===== src/rtl/shake128_squeeze.sv =====
// SHAKE128 squeeze reader: streams the 21 rate lanes of each permuted Keccak state as 64-bit words
// and requests more permutations on demand. Define SHAKE_SQZ_PERM_CNT_EN to add the perm_count port.
module shake128_squeeze #(
  parameter int RATE_LANES = 21,
  parameter int LANE_W     = 64,
  parameter int CNT_W      = 16
) (
  input  logic                clk,
  input  logic                rst,
  input  logic                start,
  input  logic [CNT_W-1:0]    req_words,
  input  logic [25*LANE_W-1:0] state_in,
  input  logic                perm_done,
  output logic                perm_start,
  output logic [LANE_W-1:0]   dout,
  output logic                dout_valid,
  input  logic                dout_ready,
  output logic                dout_last,
  output logic                busy,
  output logic                done
`ifdef SHAKE_SQZ_PERM_CNT_EN
  ,
  output logic [15:0]         perm_count
`endif
);

  localparam int IDX_W = $clog2(RATE_LANES);
  localparam logic [IDX_W-1:0] LAST_IDX = IDX_W'(RATE_LANES - 1);

  // The rate capture happens on the edge that leaves IDLE/WAIT_PERM, so loading costs no extra cycle.
  typedef enum logic [1:0] {IDLE, STREAM, WAIT_PERM, DONE} state_t;

  state_t             state;
  logic [IDX_W-1:0]   idx;
  logic [CNT_W-1:0]   remaining;
  logic [LANE_W-1:0]  lane_buf [RATE_LANES];

  logic last_hs;
  logic perm_req;
  logic unused_capacity;

  assign last_hs  = (state == STREAM) && dout_ready && (remaining == CNT_W'(1));
  assign perm_req = (state == STREAM) && dout_ready && (remaining != CNT_W'(1)) && (idx == LAST_IDX);

  // Capacity lanes 21..24 are never squeezed.
  assign unused_capacity = ^state_in[25*LANE_W-1:RATE_LANES*LANE_W];

  // The buffer shifts toward lane 0 on each handshake, so dout is a plain register.
  assign dout      = lane_buf[0];
  assign dout_last = dout_valid && (remaining == CNT_W'(1));
  assign busy      = (state != IDLE);

  // NOTE: sequential state uses non-blocking assignments so every register samples pre-edge values.
  always_ff @(posedge clk or posedge rst) begin
    if (rst) begin
      state      <= IDLE;
      idx        <= '0;
      remaining  <= '0;
      dout_valid <= 1'b0;
      perm_start <= 1'b0;
      done       <= 1'b0;
      // NOTE: the lane buffer is reset too, so dout reads zero out of reset rather than stale key stream.
      for (int i = 0; i < RATE_LANES; i++) lane_buf[i] <= '0;
    end else begin
      perm_start <= 1'b0;
      done       <= 1'b0;
      unique case (state)
        IDLE: begin
          if (start) begin
            if (req_words == '0) begin
              done  <= 1'b1;
              state <= DONE;
            end else begin
              for (int i = 0; i < RATE_LANES; i++) lane_buf[i] <= state_in[i*LANE_W +: LANE_W];
              remaining  <= req_words;
              idx        <= '0;
              dout_valid <= 1'b1;
              state      <= STREAM;
            end
          end
        end
        STREAM: begin
          if (dout_ready) begin
            for (int i = 0; i < RATE_LANES - 1; i++) lane_buf[i] <= lane_buf[i+1];
            idx       <= idx + 1'b1;
            remaining <= remaining - 1'b1;
            if (last_hs) begin
              dout_valid <= 1'b0;
              done       <= 1'b1;
              state      <= DONE;
            end else if (perm_req) begin
              dout_valid <= 1'b0;
              perm_start <= 1'b1;
              state      <= WAIT_PERM;
            end
          end
        end
        WAIT_PERM: begin
          if (perm_done) begin
            for (int i = 0; i < RATE_LANES; i++) lane_buf[i] <= state_in[i*LANE_W +: LANE_W];
            idx        <= '0;
            dout_valid <= 1'b1;
            state      <= STREAM;
          end
        end
        DONE:    state <= IDLE;
        default: state <= IDLE;
      endcase
    end
  end

`ifdef SHAKE_SQZ_PERM_CNT_EN
  always_ff @(posedge clk or posedge rst) begin
    if (rst) begin
      perm_count <= '0;
    end else if (state == IDLE && start) begin
      perm_count <= '0;
    end else if (perm_req && perm_count != 16'hFFFF) begin
      perm_count <= perm_count + 16'd1;
    end
  end
`endif

endmodule


===== config.mk =====
export PLATFORM = sky130hd
export DESIGN_NAME = shake128_squeeze
export DESIGN_NICKNAME = d
export VERILOG_FILES = /design/src/rtl/shake128_squeeze.sv
export SDC_FILE = /design/constraint.sdc
export NUM_CORES = 2
export LEC_CHECK = 0
export ABC_AREA = 1
export CORE_AREA = 2 2 657 659
export CTS_BUF_LIST = sky130_fd_sc_hd__clkbuf_8
export CTS_CLUSTER_SIZE = 16
export DETAILED_ROUTE_END_ITERATION = 8
export DIE_AREA = 0 0 659 661
export GPL_ROUTABILITY_DRIVEN = 0
export PLACE_DENSITY_LB_ADDON = 0.08
export SYNTH_ARGS = -nofsm -noshare
export SYNTH_HDL_FRONTEND = slang
export SYNTH_SLANG_ARGS = --single-unit

===== constraint.sdc =====
create_clock -name clk -period 95.6 [get_ports clk]
set_clock_uncertainty 0.05 [all_clocks]
set_input_delay 14.34 -clock clk [delete_from_list [all_inputs] [get_ports clk]]
set_output_delay 14.34 -clock clk [all_outputs]
set_load 0.01 [all_outputs]

==> reports/metrics.yaml <==
whs_ns: 0.4184
power_density_nw_per_um2: 34.95
cp_cell_sequence: "clkdlybuf4s50_1 -> nor2_1 -> nand2_1 -> nor2_1 -> nand3_4 -> nand2_8 -> buf_4 -> buf_4 -> buf_12 -> buf_12 -> buf_4 -> nand2_1 -> o21ai_1"
hold_buffers: 0
crit_type: "in2reg"
synthesis.nets: 7809
netlist-cell-type-count: 24
grt_pass1_wl_mm: 461.3
clkSlewWorstSetupHoldPaths_ns: 0.05
max_slew.worst_pin.slew_ns: 1.175
leakage_uw: 0.03769
crit_top_cell: "buf_4"
clockPowerShare_pct: 21.9
hold_path_class: "reg2reg"
io_pins: 1690
grt_pass1_vias: 53150
startpoint: "req_words[12]"
synthCells: 6181
die_area_um2: 435600
layout_commonest_cell: "nand2_1"
p_int_uw: 1757
relSlewSlack_pct: 21.64
place_ws_ns: 74.79
die_h_um: 661
drc: 0
root_buffer: "clkbuf_8"
fin_ws_ns: 76.14
critical-path-slowest-cell: "buf_4"
tritoncts: "built"
vdd_drop_max_uv: 37.91
htreeDepth: 5
post_cts_buffers: 0
fin_crit_ns: 19.46
syn_area_um2: 62890
start_util_pct: 14.66
drive_above_1_share_pct: 6.334
cap_violations: 0
synth_top_cell_area_share_pct: 54.52
p_total_uw: 3105
rsz0062_at_grt: "no"
track_usage_pct: 15.37
grt.met2_usage_pct: 27.29
yosysSeqAreaShare_pct: 54.52
viasPerCell: 3.760
antenna_left: 0
numClockSinks: 1370
critPathMaxFanout: 198
busiest_layer: "met2"
worstPathRequired_ns: 96.46
max_stage_delay_ns: 0.90
grt_overflow_total: 0
yosysWarnings: 0
max_freq_mhz: 51.39
hold_viol: 0
cp-end-kind: "flop"
dr.pass1.iters: 5
pwr-share-seq_pct: 35.3
syn_area_per_cell_um2: 10.17
synth.largest_area_cell: "dfrtp_1"
r2r_start: "state[1]$_DFFE_PP0P_"
drt_iter0_drc: 2674
status: "complete, no violations"
slew_viol_final: 0
setup_viol: 0
crit_arrival_ns: 20.32
coreArea_um2: 429100
grt_antenna_before_repair: 440
hpwl_mm: 265.8
port-buffer-count: 1433
ctsResizeCount: 0
detail_route.wirelength_mm: 345.0
final-instance-count-excl-fill: 13530
mostFrequentLayoutCells: "nand2_1 (1508), clkdlybuf4s50_1 (1433), dfrtp_1 (1370)"
area_growth_pct: 41.27
p_sw_uw: 1348
grt_use_met1_pct: 15.69
num_rows: 241
grt_start_max_net_pins: 251
fin_nets: 9112
clockBufferDepth: 4
fillCellCount: 47170
numCtsBuffers: 315
dp_cells: 12880
clk_latency_ns: 1.00
sw_frac_of_total_pct: 43.42
grtUsageMet3_pct: 7.531
period_share_pct: 20.35
synth_area_leaders: "dfrtp_1 (55%), mux2i_1 (20%), nand2_1 (9.0%)"
min_from: "lane_buf[48]$_DFFE_PP0P_"
startpoint_type: "input port"
wire_per_inst_um: 25.50
comb_power_share_pct: 42.8
vias: 50860
die_w_um: 659
synth_seq_cells: 1370
setup_tns_ns: 0
cell type report:
class | count | area (um^2) | share of cell area (%)
Inverter | 30 | 120.1 | 0.1352
Clock buffer | 378 | 5202 | 5.856
Tap cell | 5710 | 7144 | 8.042
Clock inverter | 160 | 838.3 | 0.9436
Sequential cell | 1370 | 34280 | 38.59
Timing Repair Buffer | 1503 | 15040 | 16.93
Antenna cell | 113 | 282.8 | 0.3183
Multi-Input combinational cell | 4264 | 25920 | 29.18
path summary, 6_finish.rpt:
path	endpoint	slack, ns	cells past startpoint
worst max-delay path	lane_buf[984]$_DFFE_PP0P_	76.14	13
worst min-delay path	lane_buf[48]$_DFFE_PP0P_	0.42	2
worst max register to register	lane_buf[984]$_DFFE_PP0P_	88.80	14
worst min register to register	lane_buf[48]$_DFFE_PP0P_	0.42	2
max in group asynchronous	lane_buf[18]$_DFFE_PP0P_	77.45	7
min in group asynchronous	lane_buf[721]$_DFFE_PP0P_	13.84	2
synth_stat cells:
cell and count:
nand2_1 1509, clkbuf_1 129, nand4_1 2, o21ai_1 904, dfrtp_1 1370, o21ai_0 400
nand2_2 1, a21oi_1 1, inv_1 29, nor3_1 1, inv_2 1, xor2_1 4
nand3_1 93, xnor2_1 1, buf_6 1, buf_2 299, or2_1 1, mux2i_1 1280
o21bai_1 1, buf_1 10, buf_4 78, ha_1 7, nor2_1 56, nand3b_1 3
state kept, by name, indices dropped and copies added (netlist names):
name        flops
perm_start      1
done            1
lane_buf     1280
dout_valid      1
remaining      16
idx             5
dout           64
state           2
cell families (layout without fill, tap and decap cells):
family	count (synthesis)	after routing	share of synthesized area (%)
AOI/OAI and AO/OA	1306	1306	10.40
xor gates and xnor gates	5	5	0.06963
adders and majority gates	7	7	0.1393
buffers and inverters	547	2071	4.337
DFF	1370	1370	54.52
muxes	1280	1280	20.37
other	0	113	0
and+or+nand+nor	1666	1666	10.17
worst max-delay path: cells and delay by family:
family,cells,cell delay (ns)
buffers and inverters,6,4.15
AND/OR/NAND/NOR,6,1.30
AO/OA/AOI/OAI,1,0.11
per-stage QoR:
| stage | cell area, um^2 | util, % |
|---|---|---|
| after floorplan | 62890 | - |
| after global placement | 82520 | 19.23 |
| after detailed placement | 82520 | 19.23 |
| after CTS | 88560 | 20.64 |
| after global routing | 88680 | 20.67 |
| final | 88840 | 20.70 |
layer usage:
layer | wire, um | vias to the layer above
met2 | 172900 | 1793
met1 | 123500 | 23750
met4 | 11800 | 300
met5 | 1933 | -
li1 | - | 24000
met3 | 34870 | 1015
power groups by stage:
stage / registers, uW / logic, uW / clock network (uW)
global route: 1140 / 1510 / 744
global placement: 1120 / 1370 / 0
CTS: 1110 / 1380 / 724
finish: 1090 / 1330 / 680
detailed placement: 1120 / 1380 / 0
floorplan: 1010 / 1010 / 0
Power figures use the tool's default switching activity.
